File: config.mk
export PLATFORM = sky130hd
export DESIGN_NAME = fft_frame_sequencer
export DESIGN_NICKNAME = d
export VERILOG_FILES = /design/src/rtl/fft_frame_sequencer.sv
export SDC_FILE = /design/constraint.sdc
export NUM_CORES = 1
export LEC_CHECK = 0
export BUFFER_PORTS_ARGS = -buffer_cell sky130_fd_sc_hd__buf_2
export CORE_MARGIN = 2
export CORE_UTILIZATION = 40
export CTS_BUF_LIST = sky130_fd_sc_hd__clkbuf_4 sky130_fd_sc_hd__clkbuf_8 sky130_fd_sc_hd__clkbuf_16
export CTS_CLUSTER_DIAMETER = 50
export DETAILED_ROUTE_END_ITERATION = 8
export PLACE_DENSITY = 0.6
export SLEW_MARGIN = 20
export SYNTH_ARGS = -nofsm -noshare
export SYNTH_HDL_FRONTEND = slang
export SYNTH_SLANG_ARGS = --single-unit
File: constraint.sdc
create_clock -name clk -period 2.6 [get_ports clk]
set_input_delay 0.78 -clock clk [delete_from_list [all_inputs] [get_ports clk]]
set_output_delay 0.78 -clock clk [all_outputs]
set_load 0.05 [all_outputs]
File: src/rtl/fft_frame_sequencer.sv
// fft_frame_sequencer: frame controller that gates ADC samples into an FFT core and tracks the peak bin.
// Ports:
//   clk, reset_n                      clock, asynchronous active-low reset
//   enable_i                          run frames continuously while high
//   adc_valid_i, adc_data_i[11:0]     ADC sample strobe and raw sample (bit 11 = sign)
//   fft_active_o, fft_real_o[15:0]    sample stream into the core, one cycle after acceptance
//   fft_reset_o                       core reset, high in IDLE and CLR
//   fft_done_i                        core has finished the transform
//   mag_ready_i, mag_i[15:0]          magnitude stream from the core, one pulse per bin
//   peak_bin_o, peak_mag_o            peak of the last completed frame
//   frame_valid_o                     one-cycle pulse when the peak outputs update
//   frame_count_o                     completed frames, wrapping
//   dropped_o                         samples arriving outside FILL, saturating
//   busy_o, error_o                   not idle; sticky watchdog flag
module fft_frame_sequencer #(
    parameter int FFT_LENGTH     = 1024,
    parameter int IDX_W          = 10,
    parameter int RST_CYCLES     = 4,
    parameter int TIMEOUT_CYCLES = 65535
) (
    input  logic             clk,
    input  logic             reset_n,
    input  logic             enable_i,
    input  logic             adc_valid_i,
    input  logic [11:0]      adc_data_i,
    output logic             fft_active_o,
    output logic [15:0]      fft_real_o,
    output logic             fft_reset_o,
    input  logic             fft_done_i,
    input  logic             mag_ready_i,
    input  logic [15:0]      mag_i,
    output logic [IDX_W-1:0] peak_bin_o,
    output logic [15:0]      peak_mag_o,
    output logic             frame_valid_o,
    output logic [15:0]      frame_count_o,
    output logic [15:0]      dropped_o,
    output logic             busy_o,
    output logic             error_o
);
    localparam int RW = $clog2(RST_CYCLES + 1);

    typedef enum logic [2:0] {S_IDLE, S_FILL, S_WAIT, S_READ, S_DONE, S_CLR} state_t;

    state_t           r_state, w_next;
    logic [IDX_W-1:0] r_sample_cnt, r_bin_cnt, r_run_bin, r_peak_bin;
    logic [15:0]      r_run_mag, r_peak_mag, r_real, r_frame_cnt, r_dropped, r_wd;
    logic [RW-1:0]    r_rst_cnt;
    logic             r_active, r_frame_valid, r_error;
    logic             w_accept, w_drop, w_in_wd, w_timeout, w_last_sample, w_bin, w_last_bin;
    logic             w_rst_done, w_new_peak, w_clear;

    assign w_accept      = (r_state == S_FILL) && enable_i && adc_valid_i;
    assign w_drop        = adc_valid_i && (r_state != S_FILL);
    assign w_in_wd       = (r_state == S_WAIT) || (r_state == S_READ);
    assign w_timeout     = w_in_wd && (r_wd == 16'(TIMEOUT_CYCLES - 1));
    assign w_last_sample = w_accept && (r_sample_cnt == IDX_W'(FFT_LENGTH - 1));
    assign w_bin         = (r_state == S_READ) && mag_ready_i;
    assign w_last_bin    = w_bin && (r_bin_cnt == IDX_W'(FFT_LENGTH - 1));
    assign w_rst_done    = (r_state == S_CLR) && (r_rst_cnt == RW'(RST_CYCLES - 1));
    assign w_clear       = (r_state == S_CLR) || (r_state == S_IDLE);
    // DC bin and the mirrored upper half never win; strict compare keeps the lowest tied bin
    assign w_new_peak    = w_bin && (r_bin_cnt != '0) && (r_bin_cnt < IDX_W'(FFT_LENGTH / 2))
                           && (mag_i > r_run_mag);

    always_comb begin
        w_next = r_state;
        case (r_state)
            S_IDLE:  w_next = enable_i ? S_FILL : S_IDLE;
            S_FILL:  w_next = !enable_i ? S_CLR : (w_last_sample ? S_WAIT : S_FILL);
            S_WAIT:  w_next = w_timeout ? S_CLR : (fft_done_i ? S_READ : S_WAIT);
            S_READ:  w_next = w_timeout ? S_CLR : (w_last_bin ? S_DONE : S_READ);
            S_DONE:  w_next = S_CLR;
            S_CLR:   w_next = w_rst_done ? (enable_i ? S_FILL : S_IDLE) : S_CLR;
            default: w_next = S_IDLE;
        endcase
    end

    always_ff @(posedge clk or negedge reset_n) begin
        if (!reset_n) begin
            r_state       <= S_IDLE;
            r_active      <= 1'b0;
            r_real        <= '0;
            r_sample_cnt  <= '0;
            r_bin_cnt     <= '0;
            r_run_bin     <= '0;
            r_run_mag     <= '0;
            r_peak_bin    <= '0;
            r_peak_mag    <= '0;
            r_frame_valid <= 1'b0;
            r_frame_cnt   <= '0;
            r_dropped     <= '0;
            r_wd          <= '0;
            r_rst_cnt     <= '0;
            r_error       <= 1'b0;
        end else begin
            r_state      <= w_next;
            r_active     <= w_accept;
            if (w_accept)
                r_real <= {adc_data_i[11], 4'b0000, adc_data_i[10:0]};
            r_sample_cnt <= w_clear ? '0 : r_sample_cnt + IDX_W'(w_accept);
            r_bin_cnt    <= w_clear ? '0 : r_bin_cnt + IDX_W'(w_bin);
            if (w_clear) begin
                r_run_bin <= '0;
                r_run_mag <= '0;
            end else if (w_new_peak) begin
                r_run_bin <= r_bin_cnt;
                r_run_mag <= mag_i;
            end
            // watchdog restarts from zero on every entry to WAIT_FFT
            r_wd          <= w_in_wd ? r_wd + 16'd1 : '0;
            r_rst_cnt     <= (r_state == S_CLR) ? r_rst_cnt + 1'b1 : '0;
            r_frame_valid <= (r_state == S_DONE);
            if (r_state == S_DONE) begin
                r_peak_bin  <= r_run_bin;
                r_peak_mag  <= r_run_mag;
                r_frame_cnt <= r_frame_cnt + 16'd1;
            end
            if (w_drop && (r_dropped != 16'hFFFF))
                r_dropped <= r_dropped + 16'd1;
            if (w_timeout)
                r_error <= 1'b1;
        end
    end

    assign fft_active_o  = r_active;
    assign fft_real_o    = r_real;
    assign fft_reset_o   = (r_state == S_IDLE) || (r_state == S_CLR);
    assign peak_bin_o    = r_peak_bin;
    assign peak_mag_o    = r_peak_mag;
    assign frame_valid_o = r_frame_valid;
    assign frame_count_o = r_frame_cnt;
    assign dropped_o     = r_dropped;
    assign busy_o        = (r_state != S_IDLE);
    assign error_o       = r_error;
endmodule

# After elaboration in Yosys (flattened, before gate mapping)

Cells that the tools add are included.
W data, S select, Z words.

Add/sub/neg operators: 6
$lt $le $gt $ge: 2
Equality and inequality tests: 11
Mux-type cells: 17
Reductions and logical operators: 18

Operators by type and width:

| cell                    | count |
|---|---|
| $add A16 B1 Y16 const B | 3 |
| $mux W16                | 3 |
| $mux W10                | 4 |
| $add A10 B1 Y10         | 2 |
| $eq A10 B10 Y1 const B  | 2 |
| $mux W3                 | 6 |
| $pmux W3 S6             | 1 |
| $eq A16 B16 Y1 const B  | 1 |
| $gt A16 B16 Y1          | 1 |
| $ne A16 B16 Y1 const B  | 1 |
| $logic_and A1 B1 Y1     | 12 |
| $lt A10 B10 Y1 const B  | 1 |
| $reduce_bool A10 Y1     | 1 |
| $eq A3 B2 Y1 const B    | 3 |
| $eq A3 B3 Y1 const B    | 2 |
| $add A3 B1 Y3 const B   | 1 |
| $eq A3 B1 Y1 const B    | 1 |
| $logic_not A3 Y1        | 1 |
| $ne A3 B1 Y1 const B    | 1 |
| $reduce_bool A3 Y1      | 1 |
| $logic_or A1 B1 Y1      | 2 |
| $mux W1                 | 2 |
| $mux W2                 | 1 |
| $reduce_bool A2 Y1      | 1 |

Register bits: 141
Input bits: 34

# Longest topological paths before layout

Word-level depth: 7
Depth in mapped cells: 11
Depth with buffers taken out: 9

# Worst setup path before layout

Ideal clock, no wire load.

Kind: register -> output
From: register r_state[2]
To: output fft_reset_o
Arrival: 1.983 ns
Setup slack: -0.163 ns
Stages on the path, launching flop included: 7
Path buffers: 3
Cell sequence: dfrtp_1 clkbuf_1 or2_2 a21o_1 inv_1 buf_2 buf_1

Longest elaborated chain between the ends: 2
Elaborated cells on any way between the ends: 3
Classes of those cells: eq/ne: 1; reduce/logical: 2

Ends and longest elaborated chain:

| item                                             | RTL line | source |
|---|---|---|
| from (decl)                                      | 44       | `state_t r_state, w_next;` |
| from (signal assigned)                           | 96       | `r_state <= w_next;` |
| $eq A3 B3 Y1 or $logic_not A3 Y1 (tied branches) | 127      | `assign fft_reset_o = (r_state == S_IDLE) \|\| (r_state == S_CLR);` |
| $logic_or A1 B1 Y1 *                             | 127      |  |
| to (decl)                                        | 28       | `output logic fft_reset_o,` |

Every way passes the cells marked *; elsewhere a longest branch is shown, timed or not.

# Final worst setup path

From: input mag_i[10]
To: register r_run_bin[9]

Longest elaborated chain between the ends: 3

Ends and longest elaborated chain:

| item                         | RTL line | source |
|---|---|---|
| from (decl)                  | 31       | `input logic [15:0] mag_i,` |
| $gt A16 B16 Y1               | 63       | `&& (mag_i > r_run_mag);` |
| $logic_and A1 B1 Y1          | 63       |  |
| $reduce_bool A2 Y1 (no line) | --       |  |
| to (signal assigned)         | 106      | `r_run_bin <= r_bin_cnt;` |
| to (decl)                    | 45       | `logic [IDX_W-1:0] r_sample_cnt, r_bin_cnt, r_run_bin, r_peak_bin;` |

Every way passes these cells.
A chain may end at the register's enable or synchronous reset.

==> results.tsv <==
metric	value	unit
critical path, cell by cell	buf_2 -> ha_4 -> nand4_1 -> or4_1 -> a21o_1 -> a31o_1 -> buf_4 -> buf_12 -> and3_1	
Max H-tree Level	4	
Final min period	2.500	ns
area leader, netlist	dfrtp_1	
worst vdd ir	431.2	uV
clock-pin slew of the registers on the worst-case setup and hold paths	0.06	ns
Rows	46	
CP peak stage delay	0.56	ns
Detail Route Antenna Nets	0	
Inserted Diodes	0	
Power Dens Cells	820.0	mW/mm2
Final Max Slew Viols	0	
initial antenna violation count	0	
RSZ-0062 raised after global routing	no	
largest net degree at the start of global routing	60	
Detailed Route WL	13.21	mm
number of buffers created by CTS	17	
worst slew pin tran	0.6940	ns
period utilization	96.16	%
initial core utilization	40.90	%
worst reg-to-reg path cell count	9	
sequential area share after synthesis	54.30	%
synthesized area	0.006497	mm2
top cell type's share of synthesized area	54.30	%
number of synthesized flops with an enable pin	0	
slowest CP cell	or4_1	
final hold violations	0	
Core Region	0.01589	mm2
full die area	0.01728	mm2
Main synth FF type	dfrtp_1	
endpoints failing setup	0	
clock sink count	141	
total met2 wirelength after detailed routing	6.484	mm
DR top layer	met4	
leak pwr	3.950	nW
Top Ports	113	
drc violations	0	
most frequent cell after synthesis	dfrtp_1	
setup tns final	0	ns
routed vias	4486	
DR iter-0 viols	198	
CTS Hold Buffers Added	0	
max frequency	0.4000	GHz
Final Skew	0.007333	ns
GP Congestion	0.8050	
ranking of synthesized cells by area	dfrtp_1, mux2_2, ha_1	
Die Width	131.5	um
placed cell area	0.007412	mm2
vias in the first global route	4679	
Worst Setup End Kind	flop	
top cells by instance count after synthesis	dfrtp_1, nor2_1, mux2_2	
clk buf depth	2	
Port Buffers	108	
WL met1	6.098	mm
Die H	131.5	um
final instance area	0.008040	mm2
Seq cells post-synth	141	
Synth cell types	47	
kind of critical path	input port to flop	
R2R Setup Slk	0.16	ns
Crit Path Max Fanout	11	
area grow syn2layout	23.74	%
global route overflow	0	
HPWL after DPL	9.557	mm
first-pass GRT wire length	22.58	mm
CTS tree	yes	
WL per Instance	14.36	um
Slew headroom	53.74	%
worst min path class	input port to asynchronous set/reset pin	
max_cap viols	0	
Syn Inst Count	565	
FFs w/ async S/R, synth	100.0	%
run status	complete, no violations	
Yosys Warn Count	0	
fraction of final layout cells sized beyond drive strength 1	31.68	%
CP startpoint kind	input port	
CTS Root Cell	clkbuf_16	
WP data required	2.89	ns
clock latency on the worst-skew pair	0.41	ns
GRT Total Usage	16.05	%
met3 wire len	399	um
Worst EP arrival	2.79	ns
vias per cell	4.876	
Syn Area/Cell	11.50	um2
TritonRoute pass-1 iters	4	
NumNets Final	751	
-- layer usage --
layer  vias up  GRT usage (%)
met2        86          27.08
met1      2214          19.93
met4         0          5.797
met5         -              0
li1       2168              -
met3        18          4.090
-- area by class of cell --
cell class	count	area, um2
fill	1451	7845
sequential	141	3530
multi-input combinational	374	2794
timing repair buffer	125	701.9
clock buffer	22	488.0
tap	216	270.3
clock inverter	10	136.4
inverter	32	120.1
-- final timing paths --
kind / from / endpoint
worst max-delay path: mag_i[10] / r_run_bin[9]
max in group asynchronous: reset_n / dropped_o[11]
worst min-delay path: reset_n / r_run_mag[11]
worst min register to register: r_rst_cnt[0] / r_rst_cnt[0]
worst max register to register: r_run_mag[9] / r_run_bin[9]
min in group clk: r_rst_cnt[0] / r_rst_cnt[0]
-- worst max-delay path, delay by kind of cell --
family	cells	cell delay (ns)
AO/OA/AOI/OAI	2	0.40
adder cells (fa/ha/maj)	1	0.26
buffers and inverters	3	0.48
AND/OR/NAND/NOR	3	0.88
-- placed cells by master (no fill, tap or decap), types with 2 or more instances in the layout --
| cell | synthesis | final |
|---|---|---|
| a21oi_1 | 10 | 10 |
| nand3_1 | 27 | 27 |
| clkinv_2 | 0 | 3 |
| and2_1 | 6 | 6 |
| ha_4 | 0 | 4 |
| dfrtp_1 | 141 | 140 |
| ha_1 | 26 | 22 |
| nor2_1 | 55 | 55 |
| buf_12 | 1 | 2 |
| mux2_2 | 46 | 46 |
| a21o_1 | 2 | 2 |
| o21a_1 | 2 | 2 |
| and3_1 | 14 | 14 |
| buf_2 | 4 | 106 |
| xnor2_1 | 37 | 37 |
| clkbuf_8 | 0 | 4 |
| o21ai_0 | 9 | 9 |
| clkbuf_16 | 0 | 17 |
| nand4_1 | 17 | 17 |
| clkinvlp_4 | 0 | 3 |
| mux2_4 | 9 | 9 |
| and4_1 | 6 | 6 |
| bufinv_16 | 0 | 3 |
| inv_1 | 32 | 32 |
| conb_1 | 1 | 4 |
| nand2_1 | 39 | 39 |
| buf_4 | 5 | 16 |
| mux2i_1 | 10 | 10 |
| nand2b_1 | 3 | 3 |
| nor3_1 | 6 | 5 |
| or3_1 | 5 | 5 |
| nor2b_1 | 4 | 4 |
| or2_2 | 2 | 2 |
| xor2_1 | 19 | 19 |
-- state kept, by name, summed over array words and instances, names as in the netlist, 10 cells and up --
register       flops
peak_bin_o        10
r_wd              16
fft_real_o        12
r_bin_cnt         10
r_sample_cnt      10
peak_mag_o        16
dropped_o         16
r_run_bin         10
frame_count_o     16
r_run_mag         16
-- repair_timing --
action	4_1_cts	5_1_grt
setup buffers	0	0
setup endpoints to repair	0	1
resized for setup	0	3
-- kinds of logic after synthesis --
| kind of cell | count (synthesis) | share of synthesized area [%] |
|---|---|---|
| adders and majority gates | 26 | 5.007 |
| and+or+nand+nor | 190 | 14.42 |
| buffers and inverters | 53 | 3.794 |
| DFF | 141 | 54.30 |
| other | 1 | 0.05771 |
| xor gates and xnor gates | 56 | 7.549 |
| AOI/OAI and AO/OA | 33 | 3.274 |
| muxes | 65 | 11.59 |
-- through the flow --
step | power [mW] | hold slack (ns) | util, % | setup WS, ns | std cells
global route | 6.897 | 0.3698 | 50.61 | 0.01058 | 920
CTS | 6.668 | 0.3493 | 50.59 | 0.008048 | 920
global placement | 4.082 | 0.4198 | 46.66 | -0.2303 | 888
detailed placement | 4.128 | 0.4384 | 46.66 | -0.3003 | 888
floorplan | 3.681 | 0.4084 | - | -0.06992 | 568
finish | 6.593 | 0.3422 | 50.61 | 0.09981 | 920
-- power by group --
part | switching [mW] | total, mW | internal, mW
sequential | 0.163 | 2.56 | 2.40
clock | 0.895 | 2.51 | 1.62
combinational | 1.09 | 1.52 | 0.428
Note: power is estimated with default switching activity, not from simulation.
